**config.mk**
```make
export PLATFORM = sky130hd
export DESIGN_NAME = mmio_controller
export DESIGN_NICKNAME = d
export VERILOG_FILES = /design/src/rtl/mmio_controller_pkg.sv /design/src/rtl/mmio_controller_sync_fifo.sv /design/src/rtl/mmio_controller.sv
export SDC_FILE = /design/constraint.sdc
export NUM_CORES = 1
export LEC_CHECK = 0
export BUFFER_PORTS_ARGS = -buffer_cell sky130_fd_sc_hd__buf_2
export CORE_MARGIN = 3
export CORE_UTILIZATION = 50
export DETAILED_ROUTE_END_ITERATION = 7
export GPL_TIMING_DRIVEN = 0
export HOLD_SLACK_MARGIN = 0.08
export PLACE_DENSITY_LB_ADDON = 0.12
export SLEW_MARGIN = 10
export SYNTH_ARGS = -nofsm -noshare
export SYNTH_HDL_FRONTEND = slang
export SYNTH_SLANG_ARGS = --single-unit
export TNS_END_PERCENT = 10
```
**constraint.sdc**
```tcl
create_clock -name clk -period 2.9 [get_ports clk]
set_input_delay 0.58 -clock clk [delete_from_list [all_inputs] [get_ports clk]]
set_output_delay 0.58 -clock clk [all_outputs]
set_load 0.05 [all_outputs]
```
**src/rtl/mmio_controller_pkg.sv**
```systemverilog
// Address map and control-word layout for the MMIO stage in the 0x8000_00xx window.
package mmio_controller_pkg;

  localparam logic [3:0]  MMIO_REGION = 4'b1000;

  localparam logic [31:0] UART_CTRL = 32'h8000_0000;
  localparam logic [31:0] UART_RX   = 32'h8000_0004;
  localparam logic [31:0] UART_TX   = 32'h8000_0008;
  localparam logic [31:0] CYCLE     = 32'h8000_0010;
  localparam logic [31:0] INSTRET   = 32'h8000_0014;
  localparam logic [31:0] CNT_RST   = 32'h8000_0018;

  localparam int CTRL_TX_READY = 0;
  localparam int CTRL_RX_VALID = 1;

  // Only the low byte selects a register once the region nibble has matched.
  function automatic logic addr_hit(input logic [31:0] addr, input logic [31:0] reg_addr);
    return addr[7:0] == reg_addr[7:0];
  endfunction

endpackage

```
**src/rtl/mmio_controller_sync_fifo.sv**
```systemverilog
// Synchronous FIFO with first-word-fall-through head and a registered occupancy count.
module sync_fifo #(
  parameter int WIDTH = 8,
  parameter int DEPTH = 8
) (
  input  logic             clk,
  input  logic             rst,
  input  logic             wr_en,
  input  logic [WIDTH-1:0] din,
  input  logic             rd_en,
  output logic [WIDTH-1:0] dout,
  output logic             full,
  output logic             empty
);
  localparam int AW = $clog2(DEPTH);

  logic [WIDTH-1:0] mem [DEPTH];
  logic [AW-1:0]    wr_ptr, rd_ptr;
  logic [AW:0]      count;
  logic             do_wr, do_rd;

  assign do_wr = wr_en & ~full;
  assign do_rd = rd_en & ~empty;
  assign full  = count == (AW+1)'(DEPTH);
  assign empty = count == '0;
  assign dout  = mem[rd_ptr];

  always_ff @(posedge clk) begin
    if (rst) begin
      wr_ptr <= '0;
      rd_ptr <= '0;
      count  <= '0;
    end else begin
      if (do_wr) wr_ptr <= wr_ptr + 1'b1;
      if (do_rd) rd_ptr <= rd_ptr + 1'b1;
      case ({do_wr, do_rd})
        2'b10:   count <= count + 1'b1;
        2'b01:   count <= count - 1'b1;
        default: count <= count;
      endcase
    end
  end

  // Storage carries data only; pointers alone define validity.
  always_ff @(posedge clk) begin
    if (do_wr) mem[wr_ptr] <= din;
  end

endmodule

```
**src/rtl/mmio_controller.sv**
```systemverilog
// MMIO stage: UART RX FIFO, UART TX holding register and cycle/instret counters,
// presented as three registered read words with one cycle of latency.
module mmio_controller
  import mmio_controller_pkg::*;
#(
  parameter int RX_DEPTH = 8,
  parameter int RX_AW    = 3
) (
  input  logic        clk,
  input  logic        rst,
  input  logic [31:0] mem_addr,
  input  logic        mem_re,
  input  logic        mem_we,
  input  logic [7:0]  store_data,
  input  logic        inst_retire,
  output logic [7:0]  uart_tx_data,
  output logic        uart_tx_valid,
  input  logic        uart_tx_ready,
  input  logic [7:0]  uart_rx_data,
  input  logic        uart_rx_valid,
  output logic        uart_rx_ready,
  output logic [31:0] uart_data_0_out,
  output logic [31:0] uart_data_4_out,
  output logic [31:0] counter_data_out
);
  if ((1 << RX_AW) != RX_DEPTH) begin : g_bad_cfg
    $error("RX_DEPTH must equal 2**RX_AW");
  end

  logic        in_io, is_store, is_load;
  logic        tx_wr, cnt_clr, rx_pop;
  logic        rx_full, rx_empty, rx_push;
  logic [7:0]  rx_head;
  logic [31:0] cycle_cnt, instret_cnt;
  logic [31:0] ctrl_word;
  logic        unused_addr;

  assign unused_addr = &{1'b0, mem_addr[27:8], mem_addr[1:0]};

  // A simultaneous load and store is a store, so it can never pop the FIFO.
  assign in_io    = mem_addr[31:28] == MMIO_REGION;
  assign is_store = in_io & mem_we;
  assign is_load  = in_io & mem_re & ~mem_we;
  assign tx_wr    = is_store & addr_hit(mem_addr, UART_TX) & ~uart_tx_valid;
  assign cnt_clr  = is_store & addr_hit(mem_addr, CNT_RST);
  assign rx_pop   = is_load & addr_hit(mem_addr, UART_RX);

  assign uart_rx_ready = ~rx_full;
  assign rx_push       = uart_rx_valid & ~rx_full;

  always_comb begin
    ctrl_word                = '0;
    ctrl_word[CTRL_TX_READY] = ~uart_tx_valid;
    ctrl_word[CTRL_RX_VALID] = ~rx_empty;
  end

  sync_fifo #(.WIDTH(8), .DEPTH(RX_DEPTH)) u_rx_fifo (
    .clk   (clk),
    .rst   (rst),
    .wr_en (rx_push),
    .din   (uart_rx_data),
    .rd_en (rx_pop),
    .dout  (rx_head),
    .full  (rx_full),
    .empty (rx_empty)
  );

  always_ff @(posedge clk) begin
    if (rst) begin
      uart_tx_valid <= 1'b0;
      uart_tx_data  <= '0;
    end else if (tx_wr) begin
      uart_tx_valid <= 1'b1;
      uart_tx_data  <= store_data;
    end else if (uart_tx_valid & uart_tx_ready) begin
      uart_tx_valid <= 1'b0;
    end
  end

  // Counter clear wins over both increments on the same edge.
  always_ff @(posedge clk) begin
    if (rst || cnt_clr) begin
      cycle_cnt   <= '0;
      instret_cnt <= '0;
    end else begin
      cycle_cnt   <= cycle_cnt + 32'd1;
      instret_cnt <= instret_cnt + {31'b0, inst_retire};
    end
  end

  // Read words reflect the state held before this edge.
  always_ff @(posedge clk) begin
    if (rst) begin
      uart_data_0_out  <= '0;
      uart_data_4_out  <= '0;
      counter_data_out <= '0;
    end else begin
      uart_data_0_out  <= ctrl_word;
      counter_data_out <= mem_addr[2] ? instret_cnt : cycle_cnt;
      if (rx_pop) uart_data_4_out <= rx_empty ? 32'd0 : {24'b0, rx_head};
    end
  end

endmodule

```
==> reports/qor.log <==
qor: timing.final.min_clock_period 2.73 ns
qor: synthesis.synth_area_in_compound_gates 7.62%
qor: pwr.p_clk_share 42.4%
qor: synthesis.synth_top_family_by_area simple AND/OR/NAND/NOR gates
qor: synthesis.mappedNetlistArea 8180 um2
qor: clock_network.cts_tree built
qor: final_layout.layout.filler_cells 1,321
qor: grt.wire_length_of_the_first_global_routing_pass 28,900 um
qor: critical_path.reg2reg_depth 10
qor: synthesis.yosys_warnings 0
qor: critical_path.critPathCaptureType flip-flop
qor: final_layout.layout_common_cells dfxtp_1, buf_2, nor2_1
qor: min_path.hold_path_startpoint rst
qor: synthesis.yosys-mux-area-fraction 9.68%
qor: floorplan.fp.dieArea 17,900 um2
qor: clock_network.cts.sinks 192
qor: synthesis.syn_inst 740
qor: floorplan.die_h 134 um
qor: routing.post_drt_wl_per_cell 16.0 um
qor: final_layout.area_growth_syn_to_layout 18.7%
qor: critical_path.path_cells or4b_2 -> clkbuf_1 -> nand2_2 -> ha_2 -> xor2_1 -> ha_1 -> a21oi_1 -> xor2_1 -> or3_1 -> a21oi_1
qor: pwr.power-per-cell-area 579 nW/um2
qor: timing.fin_worst_skew 0.00843 ns
qor: pwr.p_sw_share 24.6%
qor: synthesis.synth_edf_count 64
qor: placement.gp_routability_congestion 0.837
qor: timing.relative_slew_slack 42.1%
qor: floorplan.rows 46
qor: min_path.holdPathStages 2
qor: grt.gr-usage-all-layers 20.2%
qor: grt.antenna_found_initial 1
qor: routing.drt_wl_total 18,000 um
qor: timing.timing.final.max_slew_violations 0
qor: critical_path.cp.required 3.25 ns
qor: synthesis.post_synth.cell_area_avg 11.1 um2
qor: synthesis.synth_top_cell_area_share 31.3%
qor: synthesis.synth-adder-area-share 1.22%
qor: routing.drt_iter0_drc 321
qor: final_layout.insertedDiodeCount 0
qor: timing.fin_hold_ws 0.396 ns
qor: final_layout.fraction_of_layout_cells_with_a_size_suffix_above_1 22.9%
qor: pwr.pwr-share-comb 7.3%
qor: critical_path.rrSetupSlack 0.17 ns
qor: final_layout.finish.instance_area 9710 um2
qor: floorplan.initial_utilization 51.3%
qor: final_layout.final_core_util 60.9%
qor: clock_network.clock_path_buffers 2
qor: timing.final_min_period_over_clock_period 94.2%
qor: critical_path.timing.setup.critical_path_class reg2reg
qor: pwr.internal_power 4.24 mW
qor: pwr.finalPower 5.62 mW
qor: clock_network.clk_latency 0.43 ns
qor: floorplan.die_w 134 um
qor: critical_path.cp_num_buf_inv 1
qor: pwr.p_leak 3.71 nW
qor: pwr.irDropWorstVdd 452 uV
qor: pwr.netSwitchingPower 1.39 mW
qor: floorplan.top_level_ports 161
qor: clock_network.root_buffer clkbuf_16
qor: timing.fmaxAchievable 0.366 GHz
qor: clock_network.clk_pin_slew 0.07 ns
qor: synthesis.yosysUniqueCellTypes 44
qor: critical_path.r2r-start u_rx_fifo.count[0]
qor: synthesis.synthArstFlopShare 0%
qor: placement.detailed_place.area 9080 um2
qor: synthesis.synth-seq-area-share 54.8%
qor: timing.max_slew.worst_pin.slew 0.866 ns
qor: clock_network.clock_tree.htree_level_count 4
qor: critical_path.worstSetupStartpointType flip-flop
qor: grt.grt_max_degree 19
qor: routing.postRouteAntennaNets 0
qor: routing.routed-via-count 6,014
qor: synthesis.synth_simple_gate_area_share 15.9%
qor: min_path.timing.hold.worst.class in2reg
qor: final_layout.mostFrequentLayoutCell dfxtp_1
qor: placement.place_hpwl 13,000 um
qor: pwr.seq_power_share 50.3%
qor: routing.via_count_normalized_by_instance_count 5.34
qor: critical_path.crit_arrival 3.09 ns
qor: routing.first_pass_iters 5
qor: outcome.status finished clean
qor: min_path.holdPathEnd uart_data_0_out[1]
qor: synthesis.synth_area_leader_cell dfxtp_1
qor: synthesis.ys_seq_elements 192
qor: synthesis.yosys-top-cells-area dfxtp_1, edfxtp_1, mux2i_1
qor: grt.globalRouteOverflowTotal 0
qor: critical_path.crit_fanout 7
qor: synthesis.ys_dominant_reg_cell dfxtp_1
qor: final_layout.fin_nets 960
qor: critical_path.reg2reg_to u_rx_fifo.count[2]
qor: critical_path.critical-path-max-stage-delay 0.69 ns
qor: synthesis.post_synth_xor_area_fraction 3.32%
qor: critical_path.critical-path-slowest-cell or4b_2
qor: critical_path.critical_path.top_delay_family simple AND/OR/NAND/NOR gates
qor: routing.drc_errors 0
qor: grt.first_global_vias 5,901
qor: flow_run.maxCapViolCount 0
qor: floorplan.core_area 15,900 um2
qor: timing.finalHoldViolations 0
qor: placement.numPortBuffers 85
qor: clock_network.numCtsBuffers 17
qor: timing.rsz0062_at_grt false
qor: timing.setup_violations 0
-- kinds of logic after synthesis --
kind of cell | count (synthesis)
simple gates | 241
flops | 192
compound gates | 105
buf+inv | 103
mux | 59
xor+xnor | 31
fa+ha+maj | 8
other cells | 1
-- synth_stat cells, types with 4 or more instances --
master	n
clkbuf_1	29
buf_2	4
nand2_1	22
xor2_1	11
nand2b_1	5
o2bb2ai_1	8
xnor2_1	20
mux2i_1	42
nor4_1	9
nand4_1	17
o31ai_1	25
mux4_2	16
nand3_1	29
o21ai_0	19
inv_1	12
nor2_1	81
or4_1	27
dfxtp_1	128
and3_1	6
edfxtp_1	64
ha_1	8
and4_1	5
nor3_1	7
buf_4	54
a21oi_1	51
or3_1	11
-- timing repair --
action                     CTS  global route
pin swaps                    0             1
setup endpoints to repair    1             1
cloned                       0             0
gates resized for setup      2             4
buffers inserted             0             1
hold buffers                 0             0
-- power by group through the flow --
stage | Combinational, mW | Clock, mW | Sequential [mW]
6_report | 0.408 | 2.39 | 2.83
5_1_grt | 0.436 | 2.55 | 2.83
4_1_cts | 0.408 | 2.43 | 2.83
3_5_place_dp | 0.407 | 0 | 2.89
3_3_place_gp | 0.398 | 0 | 2.89
2_1_floorplan | 0.313 | 0 | 2.90
-- registers in the layout, summed over array words and instances, names as in the netlist, named ones only --
| register | cells |
|---|---|
| u_rx_fifo.mem | 64 |
| counter_data_out | 32 |
| u_rx_fifo.rd_ptr | 3 |
| uart_data_0_out | 2 |
| instret_cnt | 32 |
| uart_tx_valid | 1 |
| u_rx_fifo.count | 4 |
| cycle_cnt | 32 |
| uart_data_4_out | 8 |
| uart_tx_data | 8 |
| u_rx_fifo.wr_ptr | 3 |
-- worst max path at each step --
stage                                  start                 end  slack, ns  depth (start not counted)
after CTS                 u_rx_fifo.count[1]  u_rx_fifo.count[2]      0.003                         11
after global placement           mem_addr[2]  u_rx_fifo.count[2]      -0.52                         11
final                     u_rx_fifo.count[0]  u_rx_fifo.count[2]       0.17                         10
after global routing      u_rx_fifo.count[0]  u_rx_fifo.count[2]       0.01                         10
after floorplan           u_rx_fifo.count[1]  u_rx_fifo.count[2]       0.03                         11
after detailed placement         mem_addr[2]  u_rx_fifo.count[2]      -0.59                         11
-- metrics by stage --
stage	TNS (ns)	instances	setup WS, ns
finish	0	1126	0.169
floorplan	0	793	0.0295
CTS	0	1126	0.00254
global placement	-1.01	1094	-0.521
global route	0	1126	0.0130
detailed placement	-1.23	1094	-0.594
-- cell type report --
type / count / area (um2) / share of cell area, %
Timing Repair Buffer: 86 / 433 / 4.46
Sequential cell: 192 / 4480 / 46.2
Clock inverter: 13 / 165 / 1.70
Tap cell: 216 / 270 / 2.78
Clock buffer: 19 / 433 / 4.46
Multi-Input combinational cell: 498 / 3330 / 34.3
Buffer: 90 / 554 / 5.71
Inverter: 12 / 45.0 / 0.464
-- layer usage --
| metal | routed length, um | global-route usage (%) | share of wire [%] |
|---|---|---|---|
| met5 | 13 | 0 | 0.072 |
| met4 | 297 | 6.74 | 1.7 |
| met3 | 824 | 4.65 | 4.6 |
| met2 | 9170 | 35.2 | 51 |
| met1 | 7670 | 24.8 | 43 |
(Power assumes the default switching activity.)
